--- src/rtl/fp_add_sequencer_if.sv ---
// rtl/fp_add_sequencer_if.sv - request, adder and result signal bundle for fp_add_sequencer
interface fp_add_sequencer_if #(
    parameter int TAG_W = 4
);
    logic             in_valid;
    logic             in_ready;
    logic [31:0]      in_a;
    logic [31:0]      in_b;
    logic [2:0]       in_rmode;
    logic             in_sub;
    logic [TAG_W-1:0] in_tag;

    logic [31:0]      add_a;
    logic [31:0]      add_b;
    logic [2:0]       add_rmode;
    logic [31:0]      add_result;
    logic             add_overflow;
    logic             add_underflow;

    logic             out_valid;
    logic             out_ready;
    logic [31:0]      out_result;
    logic             out_overflow;
    logic             out_underflow;
    logic             out_err;
    logic [TAG_W-1:0] out_tag;
    logic [15:0]      op_count;

    modport slave (
        input  in_valid, in_a, in_b, in_rmode, in_sub, in_tag,
        output in_ready,
        output add_a, add_b, add_rmode,
        input  add_result, add_overflow, add_underflow,
        output out_valid, out_result, out_overflow, out_underflow, out_err, out_tag, op_count,
        input  out_ready
    );

    modport master (
        output in_valid, in_a, in_b, in_rmode, in_sub, in_tag,
        input  in_ready,
        input  add_a, add_b, add_rmode,
        output add_result, add_overflow, add_underflow,
        input  out_valid, out_result, out_overflow, out_underflow, out_err, out_tag, op_count,
        output out_ready
    );
endinterface

--- src/rtl/fp_add_sequencer.sv ---
// rtl/fp_add_sequencer.sv - queued issue stage for a combinational fp_adder
module fp_add_sequencer #(
    parameter int DEPTH = 4,
    parameter int TAG_W = 4
) (
    input  logic              clk,
    input  logic              rst_n,
    fp_add_sequencer_if.slave bus
);
    localparam int AW = $clog2(DEPTH);
    localparam int PW = AW + 1;

    typedef struct packed {
        logic [31:0]      a;
        logic [31:0]      b;
        logic [2:0]       rmode;
        logic             sub;
        logic [TAG_W-1:0] tag;
    } op_t;

    typedef enum logic [1:0] {
        IDLE = 2'd0,
        EXEC = 2'd1,
        DONE = 2'd2
    } state_t;

    state_t           state_q, state_d;
    op_t              mem_q [DEPTH];
    op_t              ex_q, ex_d;
    op_t              in_op;
    logic [PW-1:0]    wr_ptr_q, wr_ptr_d;
    logic [PW-1:0]    rd_ptr_q, rd_ptr_d;
    logic [31:0]      res_q, res_d;
    logic             ovf_q, ovf_d;
    logic             unf_q, unf_d;
    logic             err_q, err_d;
    logic [TAG_W-1:0] tag_q, tag_d;
    logic [15:0]      cnt_q, cnt_d;

    logic full;
    logic empty;
    logic push;
    logic pop;
    logic rmode_bad;

    assign in_op = '{a: bus.in_a, b: bus.in_b, rmode: bus.in_rmode,
                     sub: bus.in_sub, tag: bus.in_tag};

    // Extra pointer MSB distinguishes full from empty when the index bits match.
    assign empty = (wr_ptr_q == rd_ptr_q);
    assign full  = (wr_ptr_q[AW] != rd_ptr_q[AW]) &&
                   (wr_ptr_q[AW-1:0] == rd_ptr_q[AW-1:0]);

    assign bus.in_ready = rst_n && !full;
    assign push         = bus.in_valid && bus.in_ready;
    assign pop          = (state_q == IDLE) && !empty;
    assign rmode_bad    = (ex_q.rmode > 3'd4);

    always_comb begin
        wr_ptr_d = wr_ptr_q + PW'(push);
        rd_ptr_d = rd_ptr_q + PW'(pop);
    end

    always_comb begin
        state_d       = state_q;
        ex_d          = ex_q;
        res_d         = res_q;
        ovf_d         = ovf_q;
        unf_d         = unf_q;
        err_d         = err_q;
        tag_d         = tag_q;
        cnt_d         = cnt_q;
        bus.add_a     = 32'd0;
        bus.add_b     = 32'd0;
        bus.add_rmode = 3'd0;
        case (state_q)
            IDLE: begin
                if (!empty) begin
                    ex_d    = mem_q[rd_ptr_q[AW-1:0]];
                    state_d = EXEC;
                end
            end
            EXEC: begin
                bus.add_a     = ex_q.a;
                bus.add_b     = ex_q.sub ? {~ex_q.b[31], ex_q.b[30:0]} : ex_q.b;
                bus.add_rmode = rmode_bad ? 3'd0 : ex_q.rmode;
                // Illegal rounding modes answer with a canonical qNaN; adder output is discarded.
                if (rmode_bad) begin
                    res_d = 32'h7fc0_0000;
                    ovf_d = 1'b0;
                    unf_d = 1'b0;
                    err_d = 1'b1;
                end else begin
                    res_d = bus.add_result;
                    ovf_d = bus.add_overflow;
                    unf_d = bus.add_underflow;
                    err_d = 1'b0;
                end
                tag_d   = ex_q.tag;
                state_d = DONE;
            end
            DONE: begin
                if (bus.out_ready) begin
                    cnt_d   = cnt_q + 16'd1;
                    state_d = IDLE;
                end
            end
            default: state_d = IDLE;
        endcase
    end

    always_ff @(posedge clk) begin
        if (!rst_n) begin
            state_q  <= IDLE;
            ex_q     <= '0;
            wr_ptr_q <= '0;
            rd_ptr_q <= '0;
            res_q    <= 32'd0;
            ovf_q    <= 1'b0;
            unf_q    <= 1'b0;
            err_q    <= 1'b0;
            tag_q    <= '0;
            cnt_q    <= 16'd0;
        end else begin
            state_q  <= state_d;
            ex_q     <= ex_d;
            wr_ptr_q <= wr_ptr_d;
            rd_ptr_q <= rd_ptr_d;
            res_q    <= res_d;
            ovf_q    <= ovf_d;
            unf_q    <= unf_d;
            err_q    <= err_d;
            tag_q    <= tag_d;
            cnt_q    <= cnt_d;
        end
    end

    // Storage needs no reset: entries are only read once the pointers say they are valid.
    always_ff @(posedge clk) begin
        if (push) begin
            mem_q[wr_ptr_q[AW-1:0]] <= in_op;
        end
    end

    assign bus.out_valid     = (state_q == DONE);
    assign bus.out_result    = res_q;
    assign bus.out_overflow  = ovf_q;
    assign bus.out_underflow = unf_q;
    assign bus.out_err       = err_q;
    assign bus.out_tag       = tag_q;
    assign bus.op_count      = cnt_q;
endmodule

--- src/flat_wrapper.sv ---
// flat-port wrapper written by rule: the top's interface ports become plain ports
module fp_add_sequencer_flat 
#(
    parameter int DEPTH = 4,
    parameter int TAG_W = 4
)
  (clk, rst_n, bus_in_valid, bus_in_a, bus_in_b, bus_in_rmode, bus_in_sub, bus_in_tag, bus_in_ready, bus_add_a, bus_add_b, bus_add_rmode, bus_add_result, bus_add_overflow, bus_add_underflow, bus_out_valid, bus_out_result, bus_out_overflow, bus_out_underflow, bus_out_err, bus_out_tag, bus_op_count, bus_out_ready);
  fp_add_sequencer_if #(.TAG_W(TAG_W)) bus_i ();
  input  logic clk;
  input  logic rst_n;
  input wire logic [$bits(bus_i.in_valid)-1:0] bus_in_valid;
  input wire logic [$bits(bus_i.in_a)-1:0] bus_in_a;
  input wire logic [$bits(bus_i.in_b)-1:0] bus_in_b;
  input wire logic [$bits(bus_i.in_rmode)-1:0] bus_in_rmode;
  input wire logic [$bits(bus_i.in_sub)-1:0] bus_in_sub;
  input wire logic [$bits(bus_i.in_tag)-1:0] bus_in_tag;
  output wire logic [$bits(bus_i.in_ready)-1:0] bus_in_ready;
  output wire logic [$bits(bus_i.add_a)-1:0] bus_add_a;
  output wire logic [$bits(bus_i.add_b)-1:0] bus_add_b;
  output wire logic [$bits(bus_i.add_rmode)-1:0] bus_add_rmode;
  input wire logic [$bits(bus_i.add_result)-1:0] bus_add_result;
  input wire logic [$bits(bus_i.add_overflow)-1:0] bus_add_overflow;
  input wire logic [$bits(bus_i.add_underflow)-1:0] bus_add_underflow;
  output wire logic [$bits(bus_i.out_valid)-1:0] bus_out_valid;
  output wire logic [$bits(bus_i.out_result)-1:0] bus_out_result;
  output wire logic [$bits(bus_i.out_overflow)-1:0] bus_out_overflow;
  output wire logic [$bits(bus_i.out_underflow)-1:0] bus_out_underflow;
  output wire logic [$bits(bus_i.out_err)-1:0] bus_out_err;
  output wire logic [$bits(bus_i.out_tag)-1:0] bus_out_tag;
  output wire logic [$bits(bus_i.op_count)-1:0] bus_op_count;
  input wire logic [$bits(bus_i.out_ready)-1:0] bus_out_ready;
  assign bus_i.in_valid = bus_in_valid;
  assign bus_i.in_a = bus_in_a;
  assign bus_i.in_b = bus_in_b;
  assign bus_i.in_rmode = bus_in_rmode;
  assign bus_i.in_sub = bus_in_sub;
  assign bus_i.in_tag = bus_in_tag;
  assign bus_in_ready = bus_i.in_ready;
  assign bus_add_a = bus_i.add_a;
  assign bus_add_b = bus_i.add_b;
  assign bus_add_rmode = bus_i.add_rmode;
  assign bus_i.add_result = bus_add_result;
  assign bus_i.add_overflow = bus_add_overflow;
  assign bus_i.add_underflow = bus_add_underflow;
  assign bus_out_valid = bus_i.out_valid;
  assign bus_out_result = bus_i.out_result;
  assign bus_out_overflow = bus_i.out_overflow;
  assign bus_out_underflow = bus_i.out_underflow;
  assign bus_out_err = bus_i.out_err;
  assign bus_out_tag = bus_i.out_tag;
  assign bus_op_count = bus_i.op_count;
  assign bus_i.out_ready = bus_out_ready;
  fp_add_sequencer #(.DEPTH(DEPTH), .TAG_W(TAG_W)) u_core (.clk(clk), .rst_n(rst_n), .bus(bus_i));
endmodule
--- config.mk ---
export PLATFORM = sky130hd
export DESIGN_NAME = fp_add_sequencer_flat
export DESIGN_NICKNAME = d
export VERILOG_FILES = /design/src/rtl/fp_add_sequencer_if.sv /design/src/rtl/fp_add_sequencer.sv /design/src/flat_wrapper.sv
export SDC_FILE = /design/constraint.sdc
export NUM_CORES = 1
export LEC_CHECK = 0
export ABC_CLOCK_PERIOD_IN_PS = 12600
export BUFFER_PORTS_ARGS = -buffer_cell sky130_fd_sc_hd__buf_4
export CAP_MARGIN = 20
export CORE_MARGIN = 3
export CORE_UTILIZATION = 60
export CTS_CLUSTER_SIZE = 40
export DETAILED_ROUTE_END_ITERATION = 10
export PLACE_DENSITY = 0.95
export SETUP_SLACK_MARGIN = 0.05
export SLEW_MARGIN = 25
export SYNTH_ARGS = -nofsm -noshare
export SYNTH_HDL_FRONTEND = slang
export SYNTH_SLANG_ARGS = --single-unit
--- constraint.sdc ---
create_clock -name clk -period 12.6 [get_ports clk]
set_clock_uncertainty 0.15 [all_clocks]
set_input_delay 1.89 -clock clk [delete_from_list [all_inputs] [get_ports clk]]
set_output_delay 1.89 -clock clk [all_outputs]
set_load 0.02 [all_outputs]
# Yosys cells after proc, flatten, opt, wreduce, memory -nomap -nowiden
# Memory sizes are Yosys's and may differ from the RTL's. A register that Yosys moved wholly into a read port is not among the register bits.
# Cells that the tools add are included.
[word_totals]
output_inout_bits = 124
ram_bits = 288
inputBits = 110
memories = 1
register_bits = 63
word_cells = 48
[mem_list]
columns = ["memory", "words", "width", "read_ports", "rd_ports_with_merged_regs", "write_ports", "line", "rtl"]
rows = [
  ["u_core.mem_q", 4, 72, 1, 1, 1, "fp_add_sequencer.sv:28", "op_t mem_q [DEPTH];"],
]
[classes]
n_eq_ne = 7
reduce_logical = 11
add_sub_neg = 3
n_mux = 14
bitwise = 2
magnitude_cmp = 1
[ops]
columns = ["cell", "n"]
rows = [
  ["$mux 32", 4],
  ["$add 16x1->16 const B", 1],
  ["$add 3x1->3", 2],
  ["$mux 3", 2],
  ["$pmux 2 s3", 1],
  ["$reduce_and 2->1", 3],
  ["$mux 1", 5],
  ["$logic_and 1x1->1", 4],
  ["$mux 2", 2],
  ["$eq 3x3->1", 1],
  ["$gt 3x3->1 const B", 1],
  ["$logic_not 1->1", 3],
  ["$eq 2x1->1 const B", 1],
  ["$eq 2x2->1", 1],
  ["$eq 2x2->1 const B", 1],
  ["$logic_not 2->1", 1],
  ["$ne 2x1->1 const B", 1],
  ["$ne 2x2->1 const B", 1],
  ["$not 1->1", 2],
  ["$ne 1x1->1", 1],
]

# Longest topological paths before layout
[depth]
word_depth = 7
depth_mapped = 10
ltp_nobuf = 7

# Least setup slack after synthesis
# No wires, ideal clock.
[synth_path]
path_type = "input-to-reg"
from = "in rst_n"
to = "mem u_core.mem_q[0][0] in the netlist's numbering (enable)"
path_buffers = 1
path_slack_ps = 4205
required_ps = 11844
setup_ps = 606
arrival_time_ps = 7639
path_stages = 3
cell_sequence = "clkbuf_1 o311a_1 nor3b_1"
[synth_between]
elab_chain_len = 4
[synth_rtl]
columns = ["item", "line", "rtl"]
rows = [
  ["start: declaration", "flat_wrapper.sv:10", "input logic rst_n;"],
  ["$logic_and 1x1->1", "fp_add_sequencer.sv:54", "assign bus.in_ready = rst_n && !full;"],
  ["$logic_and 1x1->1", "fp_add_sequencer.sv:55", "assign push = bus.in_valid && bus.in_ready;"],
  ["$mux 1", "fp_add_sequencer.sv:140", "if (push) begin"],
  ["$mux 1 (not written as such)", "fp_add_sequencer.sv:141", "mem_q[wr_ptr_q[AW-1:0]] <= in_op;"],
  ["end: declaration", "fp_add_sequencer.sv:28", ""],
]
# Every way passes these cells.

# Worst setup path in the final report
[layout_path]
from = "in rst_n"
to = "out bus_in_ready"
[layout_between]
elab_chain_len = 1
[layout_rtl]
columns = ["item", "line", "rtl"]
rows = [
  ["$logic_and 1x1->1", "fp_add_sequencer.sv:54", ""],
  ["end: declaration", "flat_wrapper.sv:17", "output wire logic [$bits(bus_i.in_ready)-1:0] bus_in_ready;"],
]
# Every way passes these cells.

==> reports/results.ini <==
[critical_path]
cp-end-kind = output pin
r2r_cells = 5
critical_path.startpoint_type = primary input
crit_buf_inv = 3
path_max_fanout = 78
cp.required_ps = 10560
slowest_stage = buf_4
path_cells = buf_4, inv_2, nor2_1, buf_4
cp_num_cells = 4
critPathTopFamily = buffers and inverters
cp_common_cell = buf_4
arrival_ps = 3450
crit_type = primary input to output pin
slowest_delay_ps = 590

[finish]
multiInputGateArea_sq_mm = 0.004158
layout_commonest_cell = edfxtp_1
layout-drive-gt1-share_pct = 30.87
fin_cells = 1604
num-fill-cells = 1511
register_area_sq_mm = 0.01136
layout.nets = 1355
syn_to_final_growth_pct = 20.74
final_cell_mix = 288 x edfxtp_1, 242 x buf_4, 133 x dfxtp_1

[detailed_routing]
first_iter_violations = 839
antenna_left = 0
drtPass1Iterations = 5
viasPerCell = 5.875
drt-total-wl_mm = 34.55
routedWlPerCell_um = 21.54
vias = 9424
post-route-drc-count = 0

[power]
power_frac_clock_pct = 31.5
powerDensity_mw_per_mm2 = 193.8
internal-power_uw = 2666
switchingPower_uw = 1037
pwr-share-seq_pct = 47.1
combPwrFrac_pct = 21.4
vdd_drop_max_uv = 152.7
leakagePower_uw = 0.006896
swShare_pct = 28.01

[placed_design]
io_buffer_count = 233
hpwlAfterDp_mm = 20.87
dp.cells = 1527
place_congestion = 0.8113

[sta]
tightest_slew_ps = 1002
max_freq_mhz = 182.3
drv_slew = 0
period_needed_ps = 5487
maxSlewHeadroom_pct = 33.23
rsz0062_at_grt = false
timing_hold_violations_final = 0
setup_violations = 0
post-route-period-util_pct = 43.54
tns_ps = 0

[floorplan]
initial_core_util_pct = 61.96
io_pins = 234
die-height_um = 168.4
dieArea_sq_mm = 0.02836
rows = 58
coreArea_sq_mm = 0.02554
dieWidth_um = 168.4

[min_path]
whs_path_depth = 2
hold_path_class = flip-flop to flip-flop

[synthesis]
synth_compound_area_share_pct = 4.815
syn_area_sq_mm = 0.01583
synth_fa_ha_area_share_pct = 0.3953
synth_cells = 1026
syn_area_per_cell_sq_um = 15.43
seq_area_frac_synth_pct = 71.72
ys_ff_latch = 423
synthXorXnorAreaFrac_pct = 0.9408
yosys_warnings = 0
yosysUniqueCellTypes = 42
synth_top_family_by_area = multiplexers
synth_mux_area_share_pct = 10.31
syn_nets = 1141
yosys.area_share.simple_pct = 9.613

[global_routing]
grt_usage_pct = 24.27
grt_max_degree = 108
grt_pass1_vias = 9816
gr-total-overflow = 0
grt_first_pass_wirelength_mm = 53.58
antenna_found_initial = 1

[clocking]
cts_num_sinks = 423
clockRootBuffer = clkbuf_16
htreeDepth = 2
insertion_delay_ps = 530
cts_hold_buf = 0
cts_buffers = 41
clk_path_buf_depth = 3
postCtsSetupBuffers = 0
cts.clk_slew.worst_paths_ps = 60
cts_resized = 0
cts_tree = built

[job]
drv_cap = 0

[outcome]
outcome = finished, final reports clean

-- per-layer routing --
metal  vias to the layer above  GRT usage [%]  routed length (um)
met5                         -              0                   0
met4                         0          11.56                1333
met3                        85          4.907                2486
met2                       392          41.50               17820
met1                      4661          29.90               12910
li1                       4286              -                   -
-- path summary, 6_finish.rpt --
kind	from	to	slack, ps
setup / recovery	rst_n	bus_in_ready	7110
hold reg to reg	u_core.ex_q[59]	u_core.ex_q[59]	300
hold / removal	u_core.ex_q[59]	u_core.ex_q[59]	300
setup reg to reg	u_core.rd_ptr_q[0]	u_core.mem_q[1][67]	8820
-- through the flow --
stage / area, sq um / power [uW] / hold WS, ps / utilization (%) / setup WS [ps]
floorplan: 15830 / 2328 / 282.1 / - / 4205
global placement: 17770 / 2526 / 291.9 / 69.57 / 7126
detailed placement: 17800 / 2565 / 297.6 / 69.68 / 7089
CTS: 19100 / 3729 / 305.6 / 74.76 / 7087
global route: 19110 / 3865 / 330.3 / 74.80 / 6886
finish: 19110 / 3703 / 303.2 / 74.80 / 7113
-- cells in the mapped netlist, drive strengths merged --
cell type,number,area [sq um]
o21ai,77,385.4
clkbuf,47,176.4
o221a,9,101.4
or3,3,18.77
mux2i,1,10.01
dfxtp,135,2703
nand2b,2,12.51
and4b,1,10.01
inv,3,11.26
buf,27,161.4
nor3b,3,22.52
a21oi,10,50.05
nand3,77,385.4
mux4,72,1622
or4,2,15.01
and4,1,8.760
nor4b,1,8.760
nand3b,1,20.02
a22oi,25,187.7
nor2,44,165.2
nand2,86,322.8
ha,5,62.56
o31ai,3,27.52
nor2b,1,6.260
edfxtp,288,8648
or2,1,6.260
and2b,1,7.510
xnor2,9,78.83
o311a,1,10.01
and3b,1,8.760
nor4,1,6.260
nor3,3,15.01
xor2,8,70.07
nand4,5,31.28
and3,3,18.77
and2,69,431.7
-- final cells by class --
type / count / area share, %
Antenna cell: 1 / 0.01310
Clock buffer: 62 / 6.319
Clock inverter: 14 / 0.4780
Inverter: 3 / 0.05893
Multi-Input combinational cell: 526 / 21.76
Sequential cell: 423 / 59.44
Tap cell: 330 / 2.161
Timing Repair Buffer: 245 / 9.770
-- cells by family (layout without fill, tap and decap cells) --
family / Yosys count / count (layout)
adders and majority gates: 5 / 5
and+or+nand+nor: 306 / 306
other: 0 / 1
DFF: 423 / 423
xor gates and xnor gates: 17 / 17
buffers and inverters: 77 / 324
AOI/OAI and AO/OA: 125 / 125
muxes: 73 / 73
-- worst min-delay path, cell delays in order (launching register included) --
cell	delay, ps
dfxtp_1	300
nand3_1	60
o21ai_1	50
-- registers in the layout, indices dropped and copies added, names as in the netlist --
signal,cells
u_core.wr_ptr_q,3
u_core.bus.op_count,16
u_core.mem_q,288
u_core.state_q,2
u_core.bus.out_err,1
u_core.ex_q,72
u_core.bus.out_overflow,1
u_core.bus.out_underflow,1
u_core.bus.out_result,32
u_core.bus.out_tag,4
u_core.rd_ptr_q,3
-- power groups by stage --
stage / clock network, uW / logic, uW / registers (uW)
final: 1170 / 792 / 1750
after global routing: 1240 / 860 / 1760
after CTS: 1180 / 799 / 1750
after detailed placement: 0 / 792 / 1770
after global placement: 0 / 763 / 1760
after floorplan: 0 / 579 / 1750
Power figures use the tool's default switching activity.
